$ cat config.mk
export PLATFORM = sky130hd
export DESIGN_NAME = tpu_tile_sequencer
export DESIGN_NICKNAME = d
export VERILOG_FILES = /design/src/rtl/tpu_tile_sequencer_pkg.sv /design/src/rtl/tpu_tile_sequencer_delay.sv /design/src/rtl/tpu_tile_sequencer.sv
export SDC_FILE = /design/constraint.sdc
export NUM_CORES = 1
export LEC_CHECK = 0
export ABC_AREA = 1
export BUFFER_PORTS_ARGS = -buffer_cell sky130_fd_sc_hd__buf_2
export CORE_ASPECT_RATIO = 1.75
export CORE_UTILIZATION = 45
export CTS_CLUSTER_DIAMETER = 50
export CTS_CLUSTER_SIZE = 25
export DETAILED_ROUTE_END_ITERATION = 8
export RECOVER_POWER = 25
export SLEW_MARGIN = 20
export SYNTH_ARGS = -nofsm -noshare
export SYNTH_HDL_FRONTEND = slang
export SYNTH_HIERARCHICAL = 1
export SYNTH_SLANG_ARGS = --single-unit
$ cat constraint.sdc
create_clock -name clk -period 2.35 [get_ports clk]
set_clock_uncertainty 0.05 [all_clocks]
set_input_delay 0.1175 -clock clk [delete_from_list [all_inputs] [get_ports clk]]
set_output_delay 0.1175 -clock clk [all_outputs]
set_load 0.01 [all_outputs]
$ cat src/rtl/tpu_tile_sequencer_pkg.sv
// tpu_pkg: shared FSM state encoding, result latency and address-increment helper for the tile sequencer
package tpu_pkg;
  typedef enum logic [2:0] {IDLE, LOAD_W, STREAM, DRAIN, DONE} state_t;
  function automatic int lat(input int matrix_size);
    return 2 * matrix_size;
  endfunction
  function automatic logic [31:0] addr_inc(input logic [31:0] a);
    return a + 32'd1;
  endfunction
endpackage

$ cat src/rtl/tpu_tile_sequencer_delay.sv
// valid_delay_line: DEPTH-stage valid shift register; clk, rst/clr clear all stages, din enters, dout leaves DEPTH cycles later
module valid_delay_line #(
  parameter int DEPTH = 16
) (
  input  logic clk,
  input  logic rst,
  input  logic clr,
  input  logic din,
  output logic dout
);
  logic [DEPTH-1:0] sr;
  always_ff @(posedge clk) sr <= (rst || clr) ? '0 : {sr[DEPTH-2:0], din};
  always_comb dout = sr[DEPTH-1];
endmodule

$ cat src/rtl/tpu_tile_sequencer.sv
// tpu_tile_sequencer: weight-load / stream / drain job sequencer; in: clk rst start abort src_base dst_base num_vec wslot; out: ub_re ub_addr wbuf_addr we_rl res_we res_addr busy done
module tpu_tile_sequencer
  import tpu_pkg::*;
#(
  parameter int MATRIX_SIZE  = 8,
  parameter int ADDRESSSIZE  = 10,
  parameter int WSLOT_BW     = 2,
  parameter int LEN_BW       = 10,
  parameter int WLOAD_CYCLES = 1
) (
  input  logic                   clk,
  input  logic                   rst,
  input  logic                   start,
  input  logic                   abort,
  input  logic [ADDRESSSIZE-1:0] src_base,
  input  logic [ADDRESSSIZE-1:0] dst_base,
  input  logic [LEN_BW-1:0]      num_vec,
  input  logic [WSLOT_BW-1:0]    wslot,
  output logic                   ub_re,
  output logic [ADDRESSSIZE-1:0] ub_addr,
  output logic [WSLOT_BW-1:0]    wbuf_addr,
  output logic                   we_rl,
  output logic                   res_we,
  output logic [ADDRESSSIZE-1:0] res_addr,
  output logic                   busy,
  output logic                   done
);
  localparam int LAT = lat(MATRIX_SIZE);
  state_t state;
  logic [ADDRESSSIZE-1:0] raddr, waddr;
  logic [LEN_BW-1:0] rd_left, wr_left;
  logic [3:0] wl_cnt;
  logic kill, rd_fire, dout;
  // rd_fire is the value ub_re takes next cycle; feeding it to the line lets res_addr be registered alongside res_we
  always_comb begin
    kill = abort && state != IDLE;
    rd_fire = (state == LOAD_W && wl_cnt == 4'(WLOAD_CYCLES - 1)) || (state == STREAM && rd_left != '0);
  end
  valid_delay_line #(.DEPTH(LAT)) u_delay (
    .clk  (clk),
    .rst  (rst),
    .clr  (kill),
    .din  (rd_fire),
    .dout (dout)
  );
  always_ff @(posedge clk) begin
    if (rst) begin
      state     <= IDLE;
      ub_re     <= 1'b0;
      ub_addr   <= '0;
      wbuf_addr <= '0;
      we_rl     <= 1'b0;
      res_we    <= 1'b0;
      res_addr  <= '0;
      busy      <= 1'b0;
      done      <= 1'b0;
      raddr     <= '0;
      waddr     <= '0;
      rd_left   <= '0;
      wr_left   <= '0;
      wl_cnt    <= '0;
    end else if (kill) begin
      state  <= IDLE;
      ub_re  <= 1'b0;
      we_rl  <= 1'b0;
      res_we <= 1'b0;
      busy   <= 1'b0;
      done   <= 1'b0;
    end else begin
      ub_re  <= rd_fire;
      res_we <= dout;
      we_rl  <= 1'b0;
      done   <= 1'b0;
      if (rd_fire) begin
        ub_addr <= raddr;
        raddr   <= ADDRESSSIZE'(addr_inc(32'(raddr)));
        rd_left <= rd_left - LEN_BW'(1);
      end
      if (dout) begin
        res_addr <= waddr;
        waddr    <= ADDRESSSIZE'(addr_inc(32'(waddr)));
        wr_left  <= wr_left - LEN_BW'(1);
      end
      case (state)
        IDLE: if (start && !abort) begin
          raddr   <= src_base;
          waddr   <= dst_base;
          rd_left <= num_vec;
          wr_left <= num_vec;
          wl_cnt  <= '0;
          busy    <= 1'b1;
          if (num_vec == '0) begin
            state <= DONE;
            done  <= 1'b1;
          end else begin
            state     <= LOAD_W;
            we_rl     <= 1'b1;
            wbuf_addr <= wslot;
          end
        end
        LOAD_W: if (rd_fire) state <= STREAM;
                else begin
                  wl_cnt <= wl_cnt + 4'd1;
                  we_rl  <= 1'b1;
                end
        STREAM: if (!rd_fire) state <= DRAIN;
        DRAIN: if (res_we && wr_left == '0) begin
          state <= DONE;
          done  <= 1'b1;
        end
        DONE: begin
          state <= IDLE;
          busy  <= 1'b0;
        end
        default: state <= IDLE;
      endcase
    end
  end
endmodule

After elaboration in Yosys (flattened, before gate mapping) --
Cells that the tools add are included.
Word-level totals: bits in registers 90, bits of input ports 36, output and inout bits 27, word-level logic and storage cells 85
Cells by class: add/sub/neg operators 5, equality and inequality tests 9, muxes and demuxes 31, bitwise gates (word level) 2, reductions and logical operators 23
Operators with widths (number):
- 2-to-1 mux 10 bit | 12
- adder 10 x 1 -> 10 bit (second input constant) | 2
- zero test 10 bit | 2
- subtractor 10 x 1 -> 10 bit (second input constant) | 2
- 2-to-1 mux 3 bit | 5
- one-hot mux 3 bit (4 select lines) | 1
- AND reduction 4 bit | 3
- nonzero test 10 bit | 1
- 2-to-1 mux 4 bit | 2
- != test 2 bit (second input constant) | 4
- one-hot mux 4 bit (2 select lines) | 1
- 2-to-1 mux 1 bit | 7
- == test 3 x 2 -> 1 bit (second input constant) | 2
- one-hot mux 1 bit (2 select lines) | 3
- AND reduction 2 bit | 3
- logical AND 1 bit | 5
- adder 4 x 1 -> 4 bit (second input constant) | 1
- zero test 4 bit | 1
- nonzero test 2 bit | 2
- == test 3 x 1 -> 1 bit (second input constant) | 1
- == test 3 bit (second input constant) | 1
- zero test 3 bit | 1
- nonzero test 3 bit | 1
- logical OR 1 bit | 2
- other kinds (4) | 5

Logic depth before layout (Yosys ltp) --
depth in word-level cells 6, mapped depth 11, gate-level depth less buffers 10

Modules after synthesis --
Netlist, hierarchy kept.
By module, submodules not included:
- tpu_tile_sequencer | instances 1, cells each 635, area each 4100.2 µm², seq. area each 1481.4 µm²
- valid_delay_line | instances 1, cells each 52, area each 504.2 µm², seq. area each 320.3 µm²

Worst setup path before layout --
No wires, ideal clock.
path type register -> register, start point reg rd_left[0], end point reg rd_left[0], library setup time 0.116 ns, arrival 1.539 ns, data required time 2.184 ns, path slack 0.645 ns, cell stages (with the launch flop) 12, path buffers 2, period minus slack after synthesis 1.705 ns, cell sequence dfxtp_1 -> inv_1 -> ha_1 -> nand2_1 -> o21bai_4 -> nand2_2 -> buf_6 -> buf_6 -> nand2_1 -> nand2_1 -> o21ai_1 -> nand2_1
On the way: longest elaborated chain between the ends 6, elaborated cells between the ends (all ways) 7, classes of those cells add/sub: 1; mux: 3; reduce/logical: 3
RTL lines:
- from (decl) | line tpu_tile_sequencer.sv:31 | logic [LEN_BW-1:0] rd_left, wr_left;
- from (signal assigned) | line tpu_tile_sequencer.sv:77 | rd_left <= rd_left - LEN_BW'(1);
- from (signal assigned) | line tpu_tile_sequencer.sv:88 | rd_left <= num_vec;
- branches (longest 3 deep; another with subtractor 10 x 1 -> 10 bit)
- 2-to-1 mux 10 bit (*) | line tpu_tile_sequencer.sv:74 | if (rd_fire) begin
- 2-to-1 mux 10 bit | line tpu_tile_sequencer.sv:85 | IDLE: if (start && !abort) begin
- 2-to-1 mux 10 bit (*) | line tpu_tile_sequencer.sv:84 | case (state)
Mark *: on every way between the ends. A chain may end at the register's enable or synchronous reset.

Final worst setup path --
start point reg state[1], end point reg wr_left[4]
On the way: longest elaborated chain between the ends 2, elaborated cells between the ends (all ways) 4, classes of those cells mux: 1; reduce/logical: 3
RTL lines:
- from (decl) | line tpu_tile_sequencer.sv:29 | state_t state;
- from (signal assigned) | line tpu_tile_sequencer.sv:48 | state <= IDLE;
- from (signal assigned) | line tpu_tile_sequencer.sv:63 | state <= IDLE;
- from (signal assigned) | line tpu_tile_sequencer.sv:93 | state <= DONE;
- zero test 3 bit / nonzero test 3 bit (equally long branches) | line tpu_tile_sequencer.sv:84, tpu_tile_sequencer.sv:36
- 2-to-1 mux 10 bit / logical AND 1 bit (equally long branches) | line tpu_tile_sequencer.sv:84, tpu_tile_sequencer.sv:36
- to (signal assigned) | line tpu_tile_sequencer.sv:82 | wr_left <= wr_left - LEN_BW'(1);
- to (signal assigned) | line tpu_tile_sequencer.sv:89 | wr_left <= num_vec;
- to (decl) | line tpu_tile_sequencer.sv:31
Several ways; a longest one is shown, not always the timed one.

==> flow_summary_export.csv <==
group,metric,value,unit
sta,period_needed,2.09,ns
clock_tree,htreeDepth,3,
power,pwr_density_cell,1230,mW/mm²
place,place_ws,0.399,ns
flow_run,cap_violations,0,
grt,grt_overflow,0,
final_layout,fin_util,53.4,%
final_layout,final_common_cell,"nand2_1",
detailed_routing,drt-total-wl,12200,µm
yosys,syn_inst,687,
clock_tree,numCtsBuffers,9,
yosys,synth_fp_nets,730,
clock_tree,cts.sinks,90,
sta,setup_ws,0.260,ns
final_layout,nets,791,
sta,setup-tns-final,0,ns
final_layout,drive_gt1_share,11.8,%
final_layout,stdcell_area,0.00529,mm²
clock_tree,cts_tree,"done",
yosys,netlist_area,0.00460,mm²
die,rows,48,
final_layout,finalNonFillerCells,878,
place,port_buffers,62,
die,dieArea,0.0107,mm²
sta,fmax,0.478,GHz
die,die_height,136,µm
clock_tree,clock_latency,0.35,ns
clock_tree,clk_pin_slew_worst_paths,0.07,ns
critical_path,cp-start-kind,"flip-flop",
yosys,ys_ff_latch,90,
die,die_x,78.5,µm
detailed_routing,postRouteAntennaNets,0,
grt,grt_antenna_before_repair,0,
sta,slew_headroom,49.5,%
sta,rsz0062_at_grt,"no",
power,power_leakage,2.38,nW
yosys,syn_avg_cell_area,6.70,µm²
grt,grt_pass1_vias,4203,
detailed_routing,num_vias,4442,
sta,setup_viol,0,
die,coreArea,0.00991,mm²
critical_path,crit_type,"reg2reg",
critical_path,crit_fanout,15,
die,ios,63,
critical_path,crit_path_end_kind,"flip-flop",
clock_tree,cts_resized,0,
detailed_routing,via_per_inst,5.06,
sta,slew_viol_final,0,
final_layout,antenna_cells,0,
grt,grt_use_total,24.3,%
grt,grt_first_pass_wirelength,19800,µm
critical_path,r2r_setup_slack,0.26,ns
place,place_congestion,0.851,
final_layout,syn2layout_area_growth,14.9,%
clock_tree,cts-root-buf,"clkbuf_16",
sta,finalCritPeriodShare,88.9,%
place,dp.cells,860,
worst_hold_path,hold_class,"in2reg",
critical_path,r2r-start,"state[1]$_SDFFE_PP0P_",
detailed_routing,drc,0,
detailed_routing,dr.first_iter.drc_count,194,
grt,grt_start_max_net_pins,24,
sta,hold_violations,0,
worst_hold_path,hold_depth,3,
power,irDropWorstVdd,0.682,mV
worst_hold_path,min_from,"wslot[0]",
final_layout,layout_common_cells,"nand2_1, nor2_1, dfxtp_1, inv_1, nand3_1",
critical_path,r2r_cells,8,
critical_path,arrival,2.33,ns
detailed_routing,routedWlPerCell,13.9,µm
yosys,yosys_warnings,6,
place,placed_area,0.00500,mm²
clock_tree,clock_path_buffers,2,
outcome,status,"completed",
yosys,synth_cell_type_count,34,
critical_path,r2r-end,"wr_left[4]$_SDFFE_PP0N_",
place,detailed_place_hpwl,9110,µm
die,start_util,46.5,%
sta,worstMarginPinSlew,0.756,ns
critical_path,cp.required,2.59,ns
detailed_routing,dr.pass1.iters,4,
yosys,synth-seq-area-share,39.1,%
worst_hold_path,min_to,"wbuf_addr[0]$_SDFFE_PP0P_",
synth_stat cells:
library cell,n,area share [%]
a211oi_1,1,0.16
a21o_1,3,0.49
a21oi_1,34,3.7
a22o_1,1,0.19
buf_2,7,0.76
buf_4,4,0.65
buf_6,4,0.98
buf_8,1,0.33
clkbuf_1,8,0.65
dfxtp_1,90,39
ha_1,7,1.9
inv_1,78,6.4
inv_2,6,0.49
nand2_1,176,14
nand2_2,5,0.68
nand2_4,1,0.24
nand3_1,46,5.0
nand3b_1,2,0.33
nand4_1,10,1.4
nor2_1,99,8.1
nor2_2,14,1.9
nor2_4,2,0.49
nor3_1,8,0.87
nor3_2,1,0.22
o211a_1,1,0.22
o211ai_1,1,0.16
o21a_1,1,0.16
o21ai_0,38,4.1
o21ai_1,14,1.5
o21bai_4,1,0.41
o22ai_1,5,0.68
o2bb2ai_1,1,0.19
xnor2_1,4,0.76
xor2_1,13,2.5
routing by layer:
layer  GRT usage (%)  vias up  wire [µm]
li1                -     2292          -
met1            23.6     2008       4510
met2            48.3      113       6780
met3            4.03       29        531
met4            11.0        0        401
met5               0        -          0
cell type report:
class	count	area [µm²]
tap	125	156
multi-input combinational	489	2320
inverter	84	315
timing repair buffer	74	384
clock inverter	6	73.8
fill	1005	4620
clock buffer	10	239
sequential	90	1800
worst max-delay path, cell delays in order, from the launching register on:
cell and delay [ns]:
dfxtp_1 0.36, nor2_2 0.14, nand2_2 0.13, nand2_1 0.28, nand2_2 0.28, a21oi_1 0.45
nand2_1 0.09, a21oi_1 0.14, a21o_1 0.09
registers in the layout, summed over array words and instances, names as in the netlist:
| signal | count |
|---|---|
| u_delay/sr | 16 |
| ub_re | 1 |
| we_rl | 1 |
| wr_left | 10 |
| res_addr | 10 |
| ub_addr | 10 |
| busy | 1 |
| state | 3 |
| waddr | 10 |
| done | 1 |
| rd_left | 10 |
| res_we | 1 |
| wl_cnt | 4 |
| wbuf_addr | 2 |
| raddr | 10 |
how the worst max path moves through the flow:
stage | cells past startpoint | slack (ns) | end | start
4_1_cts | 10 | 0.37 | rd_left[9]$_SDFFE_PP0N_ | rd_left[0]$_SDFFE_PP0N_
5_1_grt | 8 | 0.10 | wr_left[4]$_SDFFE_PP0N_ | state[0]$_SDFFE_PP0P_
2_1_floorplan | 11 | 0.64 | rd_left[0]$_SDFFE_PP0N_ | rd_left[0]$_SDFFE_PP0N_
3_5_place_dp | 10 | 0.40 | rd_left[7]$_SDFFE_PP0N_ | rd_left[0]$_SDFFE_PP0N_
3_3_place_gp | 10 | 0.43 | rd_left[7]$_SDFFE_PP0N_ | rd_left[0]$_SDFFE_PP0N_
6_report | 8 | 0.26 | wr_left[4]$_SDFFE_PP0N_ | state[1]$_SDFFE_PP0P_
cells by family after synthesis:
logic type                 Yosys count  synth area share [%]
and+or+nand+nor                    364                  33.5
DFF                                 90                  39.1
AOI/OAI and AO/OA                  101                  12.0
buffers and inverters              108                  10.2
xor gates and xnor gates            17                  3.23
adders and majority gates            7                  1.90
power breakdown:
part / switching (mW) / total, mW / internal, mW
sequential: 0.393 / 2.31 / 1.91
clock: 0.655 / 1.52 / 0.865
combinational: 1.76 / 2.70 / 0.936
metrics by stage:
step	hold WS, ns	total power [mW]
after global routing	0.0214	7.06
after detailed placement	0.325	5.08
final	0.00396	6.52
after global placement	0.325	5.02
after floorplan	0.137	4.44
after CTS	0.00526	6.61
repair_timing:
| item | 4_1_cts | 5_1_grt |
|---|---|---|
| endpoints found under the hold margin | 3 | 0 |
| buffers inserted | 0 | 0 |
| hold buffers | 2 | 0 |
| setup endpoints to repair | 0 | 0 |
Note: power is estimated with default switching activity, not from simulation.
